File: src/rtl/apb_pkg.sv
// rtl/apb_pkg.sv - shared state encoding and default sizes for the APB initiator bridge
package apb_pkg;

  typedef enum logic [1:0] {
    IDLE   = 2'b00,
    SETUP  = 2'b01,
    ACCESS = 2'b10
  } apb_state_t;

  localparam int AMBA_ADDR_DEPTH    = 20;
  localparam int AMBA_WORD          = 16;
  localparam int TIMEOUT_CYCLES_DEF = 255;

endpackage

File: src/rtl/apb_master_bridge.sv
// rtl/apb_master_bridge.sv - single-word APB initiator with back-to-back transfers
// Optional ACCESS-phase watchdog enabled by APB_TIMEOUT_EN.
module apb_master_bridge
  import apb_pkg::*;
#(
  parameter int amba_addr_depth = AMBA_ADDR_DEPTH,
  parameter int amba_word       = AMBA_WORD,
  parameter int TIMEOUT_CYCLES  = TIMEOUT_CYCLES_DEF
) (
  input  logic                       PCLK,
  input  logic                       PRESETn,
  input  logic                       cmd_valid,
  output logic                       cmd_ready,
  input  logic                       cmd_write,
  input  logic [amba_addr_depth-1:0] cmd_addr,
  input  logic [amba_word-1:0]       cmd_wdata,
  output logic                       rsp_valid,
  output logic [amba_word-1:0]       rsp_rdata,
  output logic                       rsp_err,
  output logic                       PSEL,
  output logic                       PENABLE,
  output logic                       PWRITE,
  output logic [amba_addr_depth-1:0] PADDR,
  output logic [amba_word-1:0]       PWDATA,
  input  logic [amba_word-1:0]       PRDATA,
  input  logic                       PREADY
);

  apb_state_t                 state_q, state_d;
  logic                       pwrite_q, pwrite_d;
  logic [amba_addr_depth-1:0] paddr_q, paddr_d;
  logic [amba_word-1:0]       pwdata_q, pwdata_d;
  logic                       rsp_valid_q, rsp_valid_d;
  logic                       rsp_err_q, rsp_err_d;
  logic [amba_word-1:0]       rsp_rdata_q, rsp_rdata_d;
  logic                       accept;
  logic                       done;
  logic                       timeout_hit;

  // A new command may be taken while the current one completes, giving 2-cycle throughput.
  assign cmd_ready = (state_q == IDLE) || ((state_q == ACCESS) && PREADY);
  assign accept    = cmd_valid && cmd_ready;
  assign done      = (state_q == ACCESS) && (PREADY || timeout_hit);

`ifdef APB_TIMEOUT_EN
  localparam int CNT_W = ($clog2(TIMEOUT_CYCLES + 1) > 8) ? $clog2(TIMEOUT_CYCLES + 1) : 8;
  localparam logic [CNT_W-1:0] CNT_LAST = CNT_W'(TIMEOUT_CYCLES - 1);

  logic [CNT_W-1:0] cnt_q, cnt_d;

  // Counter is zero outside ACCESS, so it is already clear on every entry to ACCESS.
  always_comb begin
    cnt_d = '0;
    if ((state_q == ACCESS) && !PREADY) cnt_d = cnt_q + CNT_W'(1);
  end

  assign timeout_hit = (state_q == ACCESS) && !PREADY && (cnt_q == CNT_LAST);

  always_ff @(posedge PCLK or negedge PRESETn) begin
    if (!PRESETn) cnt_q <= '0;
    else          cnt_q <= cnt_d;
  end
`else
  logic unused_timeout_cfg;
  assign unused_timeout_cfg = (TIMEOUT_CYCLES == 0);
  assign timeout_hit        = 1'b0;
`endif

  always_ff @(posedge PCLK or negedge PRESETn) begin
    if (!PRESETn) begin
      state_q     <= IDLE;
      pwrite_q    <= 1'b0;
      paddr_q     <= '0;
      pwdata_q    <= '0;
      rsp_valid_q <= 1'b0;
      rsp_err_q   <= 1'b0;
      rsp_rdata_q <= '0;
    end else begin
      state_q     <= state_d;
      pwrite_q    <= pwrite_d;
      paddr_q     <= paddr_d;
      pwdata_q    <= pwdata_d;
      rsp_valid_q <= rsp_valid_d;
      rsp_err_q   <= rsp_err_d;
      rsp_rdata_q <= rsp_rdata_d;
    end
  end

  always_comb begin
    state_d = state_q;
    case (state_q)
      IDLE:   if (accept) state_d = SETUP;
      SETUP:  state_d = ACCESS;
      ACCESS: begin
        if (PREADY)           state_d = accept ? SETUP : IDLE;
        else if (timeout_hit) state_d = IDLE;
      end
      default: state_d = IDLE;
    endcase
  end

  always_comb begin
    PSEL    = 1'b0;
    PENABLE = 1'b0;
    case (state_q)
      SETUP:  PSEL = 1'b1;
      ACCESS: begin
        PSEL    = 1'b1;
        PENABLE = 1'b1;
      end
      default: ;
    endcase
  end

  // Bus fields only move on accept, so they stay stable across SETUP and all ACCESS cycles.
  always_comb begin
    pwrite_d    = pwrite_q;
    paddr_d     = paddr_q;
    pwdata_d    = pwdata_q;
    rsp_valid_d = done;
    rsp_err_d   = timeout_hit;
    rsp_rdata_d = rsp_rdata_q;
    if (accept) begin
      pwrite_d = cmd_write;
      paddr_d  = cmd_addr;
      pwdata_d = cmd_write ? cmd_wdata : '0;
    end
    if (done) rsp_rdata_d = (pwrite_q || timeout_hit) ? '0 : PRDATA;
  end

  assign PWRITE    = pwrite_q;
  assign PADDR     = paddr_q;
  assign PWDATA    = pwdata_q;
  assign rsp_valid = rsp_valid_q;
  assign rsp_err   = rsp_err_q;
  assign rsp_rdata = rsp_rdata_q;

endmodule

File: config.mk
export PLATFORM = sky130hd
export DESIGN_NAME = apb_master_bridge
export DESIGN_NICKNAME = d
export VERILOG_FILES = /design/src/rtl/apb_pkg.sv /design/src/rtl/apb_master_bridge.sv
export SDC_FILE = /design/constraint.sdc
export NUM_CORES = 1
export LEC_CHECK = 0
export CAP_MARGIN = 25
export CORE_MARGIN = 2
export CORE_UTILIZATION = 31
export DETAILED_ROUTE_END_ITERATION = 16
export GPL_TIMING_DRIVEN = 0
export PLACE_DENSITY = 0.73
export REMOVE_ABC_BUFFERS = 1
export SETUP_SLACK_MARGIN = 0.15
export SLEW_MARGIN = 40
export SYNTH_ARGS = -nofsm -noshare
export SYNTH_HDL_FRONTEND = slang
export SYNTH_SLANG_ARGS = --single-unit
File: constraint.sdc
create_clock -name PCLK -period 1.6 [get_ports PCLK]
set_clock_uncertainty 0.1 [all_clocks]
set_input_delay 0.16 -clock PCLK [delete_from_list [all_inputs] [get_ports PCLK]]
set_output_delay 0.16 -clock PCLK [all_outputs]
set_load 0.05 [all_outputs]
---- Yosys cells after proc, flatten, opt, wreduce, memory -nomap -nowiden ----
Cells that the tools add are included.
storage, ports and cells
  bits in registers ....................... 56
  latch bits .............................. 0
  RAM bits ................................ 0
  bits in read-only memories .............. 0
  bits of input ports ..................... 57
  output and inout port bits .............. 58
  logic and storage cells ................. 24
  memories ................................ 0
cells by class
  add/subtract/negate cells ............... 0
  $mul .................................... 0
  divide/modulo/power cells ............... 0
  $lt $le $gt $ge ......................... 0
  eq/ne operators ......................... 4
  shift operators ......................... 0
  multiplexer cells ....................... 8
  bitwise operators ....................... 0
  reductions and logical operators ........ 6
operator list
  cell                number
  $mux 16             2
  $pmux 2 s3          1
  $mux 2              2
  $ne 2x2->1 const B  2
  $mux 1              3
  $eq 2x1->1 const B  1
  $eq 2x2->1 const B  1
  $logic_and 1x1->1   2
  $logic_not 2->1     1
  $reduce_and 2->1    1
  $reduce_or 2->1     1
  $logic_or 1x1->1    1

---- Longest topological paths before layout ----
  word-level depth ........................ 7
  mapped depth ............................ 7
  gate-level depth less buffers ........... 6

---- Worst setup path after synthesis ----
No wires, ideal clock.
  kind .................................... register to register
  start ................................... reg state_q[0]
  end ..................................... reg paddr_q[0] (netlist: PADDR[0])
  library setup time ...................... 0.125 ns
  data arrival time ....................... 1.905 ns
  data required time ...................... 1.375 ns
  slack ................................... -0.530 ns
  cell stages (with the launch flop) ...... 8
  clock period less this slack ............ 2.130 ns
  cell sequence ........................... dfrtp_1 -> inv_1 -> ha_1 -> a21oi_4 -> inv_4 -> nand2_8 -> buf_12 -> mux2_4
between the ends
  longest elaborated chain between the ends .. 4
RTL lines
  item                    RTL line                 source
  start, declared         apb_master_bridge.sv:29  apb_state_t state_q, state_d;
  start signal, assigned  apb_master_bridge.sv:79  state_q <= state_d;
  $eq 2x2->1              apb_master_bridge.sv:41  assign cmd_ready = (state_q == IDLE) || ((state_q == ACCESS) && PREADY);
  $logic_and 1x1->1       apb_master_bridge.sv:41
  $logic_or 1x1->1 (*)    apb_master_bridge.sv:41
  net cmd_ready           apb_master_bridge.sv:13  output logic cmd_ready,
  $logic_and 1x1->1 (*)   apb_master_bridge.sv:42  assign accept = cmd_valid && cmd_ready;
  end signal, assigned    apb_master_bridge.sv:81  paddr_q <= paddr_d;
  end, declared           apb_master_bridge.sv:31  logic [amba_addr_depth-1:0] paddr_q, paddr_d;
The timed path passes the listed nets; every way through them passes the cells marked *.
A chain may end at the register's enable or synchronous reset.

---- Worst setup path in the final report ----
  start ................................... reg state_q[1]
  end ..................................... out cmd_ready
between the ends
  longest elaborated chain between the ends .. 3
RTL lines
  item                  RTL line
  $eq 2x2->1            apb_master_bridge.sv:41
  $logic_and 1x1->1     apb_master_bridge.sv:41
  $logic_or 1x1->1 (*)  apb_master_bridge.sv:41
  end, declared         apb_master_bridge.sv:13
Every way passes the cells marked *; elsewhere a longest branch is shown, timed or not.

==> impl_metrics.py <==
metrics = {
    "worst_setup_path": {
        "path_class": "flip-flop to primary output",
        "cp_max_fo": 4,
        "r2r_setup_slack_ps": -60,
        "r2r-start": "state_q[1]",
        "cp_slowest_cell": "dfrtp_1",
        "crit_chain": "inv_2 > ha_4 > a21oi_4 > inv_6 > buf_6",
        "end_kind": "primary output",
        "cp.required_ps": 1340,
        "r2r_cells": 6,
        "crit_arrival_ps": 1410,
        "max_stage_delay_ps": 430,
        "start_kind": "flip-flop",
        "r2r_end": "PADDR[19]",
    },
    "final_layout": {
        "most-common-layout-cells": "dfrtp_1 (55), clkdlybuf4s50_1 (54), nand2_1 (33), o21ai_0 (27), clkdlybuf4s15_2 (27)",
        "multi_input_area_um2": 991.0,
        "nets": 394,
        "nFillCells": 693,
        "drive_gt1_frac": 0.3383,
        "diodes": 0,
        "area_delta_synth_final_pct": 62.22,
        "layout_commonest_cell": "dfrtp_1",
        "seqCellArea_um2": 1403,
    },
    "clocking": {
        "cts_tree": "built",
        "numCtsBuffers": 5,
        "clk_latency_ps": 310,
        "clk_path_buf_depth": 2,
        "clk_pin_slew_ps": 100,
        "htree_levels": 2,
        "cts.sinks": 56,
        "cts-root-buf": "clkbuf_8",
    },
    "synth": {
        "synth_cells": 206,
        "synth_top_cell_area_share": 0.5861,
        "synth_area_leaders": "dfrtp_1 (59%), o21ai_0 (10%), mux2_4 (8.8%)",
        "yosysTopAreaCell": "dfrtp_1",
        "synth_cell_type_count": 21,
        "avgSynthCellArea_um2": 11.61,
        "ys_warn_count": 0,
        "syn_area_um2": 2391,
        "synth.ff_latch_count": 56,
        "synth-seq-area-share": 0.5861,
    },
    "drt": {
        "routedWlPerCell_um": 14.87,
        "drt_iter0_drc": 37,
        "viasPerCell": 4.523,
        "routed_wl_um": 6483,
        "vias": 1972,
        "drtPass1Iterations": 4,
        "drc_errors": 0,
        "ant_nets": 0,
    },
    "sta": {
        "setup_ws_ps": -65.93,
        "setup_viol": 20,
        "rsz0062_at_grt": "true",
        "slew-limit-headroom": 0.5581,
        "slew_violations": 0,
        "final.min_clock_period_ps": 1666,
        "fin_tns_setup_ps": -748.0,
        "fin_hold_ws_ps": 136.5,
        "hold_viol": 0,
        "tightest_slew_ps": 660.7,
        "finalCritPeriodShare": 1.041,
        "fmax_mhz": 600.3,
    },
    "floorplanning": {
        "die_h_um": 91.83,
        "die_area_um2": 8432,
        "placementRows": 32,
        "coreArea_um2": 7607,
        "io_pins": 115,
        "start_util": 0.3143,
        "die_width_um": 91.83,
    },
    "grt": {
        "grtUsageTotal": 0.1515,
        "antenna_found_initial": 0,
        "grt.overflow.total": 0,
        "grt_pass1_wl_um": 10130,
        "grt_max_degree": 43,
        "first_global_vias": 2035,
    },
    "pwr": {
        "p_per_area_nw_per_um2": 2330,
        "ir_drop_mv": 1.220,
        "p_leak_uw": 0.001775,
    },
    "run": {
        "drv_cap": 0,
    },
    "run_status": {
        "violations": "setup timing",
        "status": "finished with violations",
    },
    "min_path": {
        "hp-class": "input pin to async pin",
    },
    "place": {
        "portBuffers": 113,
        "gp_congestion": 0.7102,
        "hpwl_um": 3966,
    },
}
==> layout make-up <==
type / instances / area share
clock buffer: 6 / 0.01871
clock inverter: 2 / 0.004194
inverter: 5 / 0.007097
multi-input combinational: 135 / 0.2555
sequential: 56 / 0.3616
tap: 102 / 0.03290
timing repair buffer: 130 / 0.3200
==> routing by layer <==
layer  global-route usage  up-vias  routed length, um
met4              0.03980        0                 57
met1               0.1763      950               2727
li1                     -      939                  -
met5                    0        -                  0
met3              0.05177        6                475
met2               0.2665       77               3222
==> stage by stage <==
step	power [uW]	cell area (um2)	worst slack (ps)	util	cells
6_report	9037	3879	-65.93	0.5099	436
3_3_place_gp	7846	3576	-1511	0.4701	409
5_1_grt	9483	3879	-112.8	0.5099	436
4_1_cts	8889	3879	-68.67	0.5099	428
3_5_place_dp	7929	3596	-635.2	0.4727	410
2_1_floorplan	6048	2317	-588.6	-	194
==> report_power, final <==
group | switching [uW] | total, uW | internal (uW)
Combinational | 3760 | 5790 | 2040
Clock | 468 | 781 | 313
Sequential | 380 | 2460 | 2080
Total | 4600 | 9040 | 4430
==> worst max-delay path by stage <==
stage | start | to | slack (ps) | cells after the start
6_report | state_q[1] | cmd_ready | -70 | 5
5_1_grt | state_q[1] | cmd_ready | -110 | 5
4_1_cts | state_q[1] | cmd_ready | -70 | 5
3_5_place_dp | state_q[0] | cmd_ready | -640 | 5
3_3_place_gp | PRESETn | PADDR[12] | -1510 | 1
2_1_floorplan | state_q[0] | state_q[0] | -590 | 5
==> worst max-delay path, delay by kind of cell (launching register included) <==
family / cells / cell delay (ps)
AOI/OAI and AO/OA: 1 / 160
DFF: 1 / 430
buffers and inverters: 3 / 330
adders and majority gates: 1 / 180
==> synth_stat cells <==
cell and instances:
a211o_1 1, a21oi_4 1, buf_12 1, buf_4 1
buf_6 1, clkbuf_1 8, clkbuf_2 1, conb_1 1
dfrtp_1 56, ha_1 4, inv_1 4, inv_4 1
mux2_2 8, mux2_4 14, nand2_1 34, nand2_8 1
nand2b_1 17, nor2_1 1, nor2b_1 2, o21ai_0 48
o21ai_1 1
==> registers in the layout (all words and copies together), names as in the netlist <==
| signal | count |
|---|---|
| PWRITE | 1 |
| PADDR | 20 |
| PWDATA | 16 |
| rsp_valid | 1 |
| rsp_rdata | 16 |
| state_q | 2 |
==> timing repair <==
item,4_1_cts,5_1_grt
resized for setup,182,46
setup endpoints to repair,113,81
hold endpoints to repair,56,0
cloned,2,1
hold buffers,1,0
buffers inserted,7,7
pin swaps,1,1
==> cells by family (layout without fill, tap and decap cells) <==
| logic type | Yosys count | after routing | share of synthesized area |
|---|---|---|---|
| other | 1 | 1 | 0.001568 |
| multiplexers | 22 | 22 | 0.1256 |
| AO/OA/AOI/OAI | 51 | 51 | 0.1130 |
| AND/OR/NAND/NOR | 55 | 57 | 0.1130 |
| buffers and inverters | 17 | 143 | 0.03977 |
| flip-flops | 56 | 56 | 0.5861 |
| adder cells (fa/ha/maj) | 4 | 4 | 0.02093 |
Note: power is estimated with default switching activity, not from simulation.
